**config.mk**
```make
export PLATFORM = sky130hd
export DESIGN_NAME = array_west_feeder
export DESIGN_NICKNAME = d
export VERILOG_FILES = /design/src/rtl/feeder_pkg.sv /design/src/rtl/vec_fifo.sv /design/src/rtl/array_west_feeder.sv
export SDC_FILE = /design/constraint.sdc
export NUM_CORES = 1
export LEC_CHECK = 0
export CAP_MARGIN = 20
export CELL_PAD_IN_SITES_DETAIL_PLACEMENT = 1
export CELL_PAD_IN_SITES_GLOBAL_PLACEMENT = 2
export CORE_MARGIN = 2
export CORE_UTILIZATION = 42
export CTS_BUF_LIST = sky130_fd_sc_hd__clkbuf_8
export DETAILED_ROUTE_END_ITERATION = 6
export PLACE_DENSITY = 0.78
export SYNTH_ARGS = -nofsm -noshare
export SYNTH_HDL_FRONTEND = slang
export SYNTH_SLANG_ARGS = --single-unit
```
**constraint.sdc**
```tcl
create_clock -name clk -period 3 [get_ports clk]
set_input_delay 0.3 -clock clk [delete_from_list [all_inputs] [get_ports clk]]
set_output_delay 0.3 -clock clk [all_outputs]
set_load 0.01 [all_outputs]
```
**src/rtl/feeder_pkg.sv**
```systemverilog
// Shared west-edge definitions: tile instruction encodings and the feeder FSM states.
package feeder_pkg;

  localparam logic [1:0] INST_NOP  = 2'b00;
  localparam logic [1:0] INST_LOAD = 2'b01;
  localparam logic [1:0] INST_EXEC = 2'b10;

  typedef enum logic [1:0] {
    S_IDLE  = 2'd0,
    S_RUN   = 2'd1,
    S_DRAIN = 2'd2
  } state_e;

  function automatic logic [1:0] issue_inst(input logic exec_mode);
    return exec_mode ? INST_EXEC : INST_LOAD;
  endfunction

endpackage

```
**src/rtl/vec_fifo.sv**
```systemverilog
// Synchronous vector FIFO; the head is read straight from flop storage, so a
// vector written in one cycle is poppable from the next cycle on.
module vec_fifo
  import feeder_pkg::*;
#(
  parameter int width = 32,
  parameter int depth = 8
) (
  input  logic             clk,
  input  logic             reset,
  input  logic             push,
  input  logic [width-1:0] push_data,
  input  logic             pop,
  output logic [width-1:0] head,
  output logic             full,
  output logic             empty
);

  localparam int PW = $clog2(depth);
  localparam logic [PW-1:0] PTR_ONE = PW'(1);
  localparam logic [PW:0] CNT_FULL = (PW+1)'(depth);

  logic [width-1:0] mem_q [depth];
  logic [width-1:0] mem_d [depth];
  logic [PW-1:0]    wr_ptr_q, wr_ptr_d, rd_ptr_q, rd_ptr_d;
  logic [PW:0]      count_q, count_d;
  logic             push_ok, pop_ok;

  assign full    = (count_q == CNT_FULL);
  assign empty   = (count_q == {(PW+1){1'b0}});
  assign push_ok = push && !full;
  assign pop_ok  = pop && !empty;
  assign head    = mem_q[rd_ptr_q];

  always_comb begin
    mem_d    = mem_q;
    wr_ptr_d = wr_ptr_q;
    rd_ptr_d = rd_ptr_q;
    if (push_ok) begin
      mem_d[wr_ptr_q] = push_data;
      wr_ptr_d        = wr_ptr_q + PTR_ONE;
    end else begin
      wr_ptr_d = wr_ptr_q;
    end
    if (pop_ok) begin
      rd_ptr_d = rd_ptr_q + PTR_ONE;
    end else begin
      rd_ptr_d = rd_ptr_q;
    end
    // Simultaneous push and pop cancel out; pointers wrap modulo depth.
    count_d = count_q + (PW+1)'(push_ok) - (PW+1)'(pop_ok);
  end

  always_ff @(posedge clk) begin
    if (reset) begin
      for (int i = 0; i < depth; i++) begin
        mem_q[i] <= {width{1'b0}};
      end
      wr_ptr_q <= {PW{1'b0}};
      rd_ptr_q <= {PW{1'b0}};
      count_q  <= {(PW+1){1'b0}};
    end else begin
      mem_q    <= mem_d;
      wr_ptr_q <= wr_ptr_d;
      rd_ptr_q <= rd_ptr_d;
      count_q  <= count_d;
    end
  end

endmodule

```
**src/rtl/array_west_feeder.sv**
```systemverilog
// West-edge transmitter: buffers row-wide vectors and feeds them into column 0
// of the PE array with row r lagging row 0 by r cycles.
module array_west_feeder
  import feeder_pkg::*;
#(
  parameter int bw     = 4,
  parameter int row    = 8,
  parameter int depth  = 8,
  parameter int len_bw = 8
) (
  input  logic                clk,
  input  logic                reset,
  input  logic                start,
  input  logic                mode,
  input  logic [len_bw-1:0]   len,
  input  logic [row*bw-1:0]   in_data,
  input  logic                in_valid,
  output logic                in_ready,
  output logic [row*bw-1:0]   out_w,
  output logic [row*2-1:0]    inst_w,
  output logic                busy,
  output logic                done
);

  localparam int DW = row * bw;
  localparam int CW = $clog2(row);
  localparam logic [CW-1:0] DRAIN_LAST = CW'(row - 2);

  state_e             state_q, state_d;
  logic               mode_q, mode_d;
  logic [len_bw-1:0]  len_q, len_d;
  logic [len_bw-1:0]  accepted_q, accepted_d;
  logic [len_bw-1:0]  issued_q, issued_d;
  logic [CW-1:0]      drain_q, drain_d;
  logic               done_q, done_d;
  logic               busy_q, busy_d;
  logic               fifo_full, fifo_empty, push, pop;
  logic [DW-1:0]      fifo_head, slot_data;
  logic [1:0]         slot_inst;

  assign in_ready = (state_q == S_RUN) && !fifo_full && (accepted_q < len_q);
  assign push     = in_valid && in_ready;
  assign pop      = (state_q == S_RUN) && !fifo_empty && (issued_q < len_q);
  assign busy     = busy_q;
  assign done     = done_q;

  vec_fifo #(.width(DW), .depth(depth)) u_fifo (
    .clk       (clk),
    .reset     (reset),
    .push      (push),
    .push_data (in_data),
    .pop       (pop),
    .head      (fifo_head),
    .full      (fifo_full),
    .empty     (fifo_empty)
  );

  always_comb begin
    if (pop) begin
      slot_data = fifo_head;
      slot_inst = issue_inst(mode_q);
    end else begin
      slot_data = {DW{1'b0}};
      slot_inst = INST_NOP;
    end
  end

  always_comb begin
    state_d    = state_q;
    mode_d     = mode_q;
    len_d      = len_q;
    drain_d    = drain_q;
    done_d     = 1'b0;
    busy_d     = (state_q != S_IDLE);
    accepted_d = accepted_q + len_bw'(push);
    issued_d   = issued_q + len_bw'(pop);
    case (state_q)
      S_IDLE: begin
        if (start) begin
          mode_d     = mode;
          len_d      = len;
          accepted_d = {len_bw{1'b0}};
          issued_d   = {len_bw{1'b0}};
          drain_d    = {CW{1'b0}};
          state_d    = (len == {len_bw{1'b0}}) ? S_DRAIN : S_RUN;
        end else begin
          state_d = S_IDLE;
        end
      end
      S_RUN: begin
        if (issued_q == len_q) begin
          state_d = S_DRAIN;
          drain_d = {CW{1'b0}};
        end else begin
          state_d = S_RUN;
        end
      end
      // Bubbles keep flowing so the last slot reaches row-1 before done.
      S_DRAIN: begin
        if (drain_q == DRAIN_LAST) begin
          state_d = S_IDLE;
          done_d  = 1'b1;
        end else begin
          drain_d = drain_q + CW'(1);
        end
      end
      default: begin
        state_d = S_IDLE;
      end
    endcase
  end

  always_ff @(posedge clk) begin
    if (reset) begin
      state_q    <= S_IDLE;
      mode_q     <= 1'b0;
      len_q      <= {len_bw{1'b0}};
      accepted_q <= {len_bw{1'b0}};
      issued_q   <= {len_bw{1'b0}};
      drain_q    <= {CW{1'b0}};
      done_q     <= 1'b0;
      busy_q     <= 1'b0;
    end else begin
      state_q    <= state_d;
      mode_q     <= mode_d;
      len_q      <= len_d;
      accepted_q <= accepted_d;
      issued_q   <= issued_d;
      drain_q    <= drain_d;
      done_q     <= done_d;
      busy_q     <= busy_d;
    end
  end

  for (genvar r = 0; r < row; r++) begin : g_skew
    logic [bw+1:0] stage_d [r+1];
    logic [bw+1:0] stage_q [r+1];

    // Row r carries only its own element of the slot, delayed r extra cycles.
    always_comb begin
      stage_d[0] = {slot_data[r*bw +: bw], slot_inst};
      for (int k = 1; k <= r; k++) begin
        stage_d[k] = stage_q[k-1];
      end
    end

    always_ff @(posedge clk) begin
      if (reset) begin
        for (int k = 0; k <= r; k++) begin
          stage_q[k] <= {(bw+2){1'b0}};
        end
      end else begin
        stage_q <= stage_d;
      end
    end

    assign out_w[r*bw +: bw] = stage_q[r][bw+1:2];
    assign inst_w[2*r +: 2]  = stage_q[r][1:0];
  end

endmodule

```
==> results of run 1 <==
metal layers:
metal | GRT usage, % | part of all wire, % | wire length [um] | up-vias
met5 | 0 | 0 | 0 | -
met4 | 5.77 | 2.0 | 800 | 0
met3 | 3.84 | 3.2 | 1260 | 56
met2 | 30.8 | 50 | 19800 | 152
met1 | 22.1 | 45 | 17800 | 5587
li1 | - | - | - | 5517
worst min-delay path, delay by kind of cell:
kind	cells	cell delay (ns)
buffers and inverters	1	0.40
and+or+nand+nor	1	0.07
AOI/OAI and AO/OA	1	0.06
layout make-up:
| class | instances | area, sq um |
|---|---|---|
| Antenna cell | 1 | 2.50 |
| Clock inverter | 37 | 159 |
| Timing Repair Buffer | 129 | 1390 |
| Clock buffer | 97 | 1340 |
| Tap cell | 585 | 732 |
| Inverter | 19 | 85.1 |
| Multi-Input combinational cell | 990 | 8450 |
| Sequential cell | 458 | 9180 |
| Fill cell | 4650 | 21800 |
final timing paths:
path                                             from              endpoint  slack (ns)  cells past startpoint
worst max-delay path                         len_q[2]              in_ready        0.24                      7
worst min-delay path                             mode                mode_q        0.26                      3
worst min register to register  g_skew[4].stage_d[11]  g_skew[4].stage_d[5]        0.43                      1
worst max register to register               len_q[6]     u_fifo.mem_q[138]        0.28                     10
registers in the layout, indices dropped and copies added, names as in the netlist:
| signal | flops |
|---|---|
| out_w | 28 |
| drain_q | 3 |
| done | 1 |
| len_q | 8 |
| u_fifo.mem_q | 256 |
| mode_q | 1 |
| accepted_q | 8 |
| busy | 1 |
| issued_q | 8 |
| u_fifo.rd_ptr_q | 3 |
| u_fifo.wr_ptr_q | 3 |
| u_fifo.count_q | 4 |
| state_q | 2 |
| g_skew.stage_q | 6 |
| g_skew.stage_d | 112 |
| inst_w | 14 |
through the flow:
| stage | util, % | power [mW] | std cells | instance area, sq um |
|---|---|---|---|---|
| 4_1_cts | 49.4 | 12.8 | 2314 | 21300 |
| 3_3_place_gp | 45.8 | 7.28 | 2179 | 19800 |
| 5_1_grt | 49.4 | 13.1 | 2316 | 21300 |
| 6_report | 49.4 | 12.5 | 2316 | 21300 |
| 2_1_floorplan | - | 7.01 | 1616 | 18400 |
| 3_5_place_dp | 45.8 | 7.30 | 2179 | 19800 |
synth_stat cells (3+ instances only):
| library cell | count |
|---|---|
| dfxtp_1 | 458 |
| nand2b_1 | 293 |
| mux2i_1 | 290 |
| nor2b_1 | 129 |
| mux4_2 | 64 |
| clkbuf_1 | 61 |
| nor2_1 | 61 |
| buf_1 | 34 |
| ha_1 | 29 |
| buf_2 | 25 |
| nand2_1 | 23 |
| inv_1 | 18 |
| a21oi_1 | 16 |
| buf_6 | 15 |
| buf_4 | 14 |
| nand3_1 | 13 |
| xor2_1 | 9 |
| and3_1 | 6 |
| xnor2_1 | 6 |
| and2_1 | 5 |
| nand3b_1 | 4 |
| nor3_1 | 4 |
| o21ai_0 | 4 |
| a211o_1 | 3 |
| a31oi_1 | 3 |
| nand3_4 | 3 |
where the power goes:
group          leakage [nW]  switching, mW  internal [mW]
clock                 0.869           2.45           2.89
combinational          4.86          0.485          0.453
sequential             3.69         0.0723           6.16
total                  9.42           3.01           9.50
what timing repair did:
item,4_1_cts,5_1_grt
hold endpoints to repair,1,0
resized for setup,3,0
hold buffers,1,0
buffers inserted,0,1
endpoints found under the setup margin,1,1
kinds of logic after synthesis:
group	share of synthesized area, %
buffers and inverters	4.49
AND/OR/NAND/NOR	18.0
multiplexers	23.6
AO/OA/AOI/OAI	1.42
XOR/XNOR	0.713
adder cells (fa/ha/maj)	2.08
flip-flops	49.7
==> results.yml, run 1 <==
timing:
  slew_viol_final: 0
  min_period_ns: 2.76
  tightest_slew_ns: 0.792
  final_hold_viol_count: 0
  rsz0062_at_grt: "false"
  setup_viol: 0
  finClkSkew_ns: 0.0244
  whs_ns: 0.261
  max_freq_mhz: 363
  fin_setup_tns_ns: 0
  setup_slack_ns: 0.241
  slew_headroom_pct: 47.2
  min_period_over_period_pct: 92.0
placement:
  hpwl_um: 24500
  io_buffer_count: 95
  dp_slack_ns: 0.310
  place_congestion: 0.749
logic_synthesis:
  yosysWarnings: 0
  yosys.area.top_type: "dfxtp_1"
  synth.top_cell.area_share_pct: 49.7
  async_flop_share_pct: 0
  syn_avg_cell_area_sq_um: 11.4
  synth_cell_types: 47
  synthFlopType: "dfxtp_1"
  ys_seq_area_share_pct: 49.7
  synth_edf_count: 0
  synth.area.top_cells: "dfxtp_1 (50%), mux2i_1 (16%), nand2b_1 (9.9%)"
  netlist_instances: 1616
  syn_area_sq_um: 18400
  synth.ff_latch_count: 458
  synth_fp_nets: 1691
clock_network:
  cts.clk_slew.worst_paths_ns: 0.06
  numCtsBuffers: 79
  clkSinkCount: 458
  cts_tree: "yes"
  h-tree-depth: 3
  clk_latency_ns: 0.63
  cts_buffer_depth: 3
  cts_root_buf: "clkbuf_8"
floorplan:
  initial_utilization_pct: 42.7
  io_pins: 96
  dieArea_sq_um: 45600
  coreArea_sq_um: 43200
  fp.dieW_um: 213
  num_rows: 76
  die_height_um: 213
worst_setup_path:
  start_kind: "flip-flop"
  critPathTopFamily: "buffers and inverters"
  crit_type: "reg2out"
  slowest_delay_ns: 0.33
  crit_slowest_cell: "dfxtp_1"
  cp.required_ns: 2.70
  worstPathCellList: "inv_1 > ha_1 > a211o_1 > a31oi_1 > o211ai_2 > bufinv_8 > dlygate4sd2_1"
  path_max_fanout: 6
  crit_buf_inv: 3
  arrival_ns: 2.46
  critPathCaptureType: "output pin"
layout:
  final_cell_mix: "dfxtp_1 (455), nand2b_1 (292), mux2i_1 (290), nor2b_1 (129), clkbuf_8 (97)"
  final_nets: 1752
  area_growth_pct: 15.8
  final_common_cell: "dfxtp_1"
  layout-drive-gt1-share_pct: 12.8
global_route:
  grt_pass1_vias: 12100
  grt_use_total_pct: 17.8
  grt_max_degree: 111
  grt_pass1_wl_um: 63900
  antenna_found_initial: 1
  grt_overflow: 0
power_and_ir_drop:
  power_density_nw_per_um2: 586
  static-leakage-power_nw: 9.42
  irDropWorstVdd_uv: 304
routing:
  drc: 0
  wl_per_cell_um: 17.1
  via_per_inst: 4.88
  first_pass_iters: 4
  via_count: 11300
  dr.first_iter.drc_count: 363
  postRouteAntennaNets: 0
  routed_wl_um: 39600
run_status:
  status: "finished clean"
flow_run:
  maxCapViolations: 0
min_path:
  hold_class: "in2reg"
Power figures use the tool's default switching activity.
==> inputs of run 2 (changes only) <==
Settings changed: ABC_AREA set to 0.
==> results of run 2 <==
Same layout as run 1: the final DEF is identical, and so are final timing and power.
==> inputs of run 3 (changes only) <==
Settings changed: CTS_CLUSTER_DIAMETER set to 120.
==> results of run 3 <==
Same layout as run 1: the final DEF is identical, and so are final timing and power.
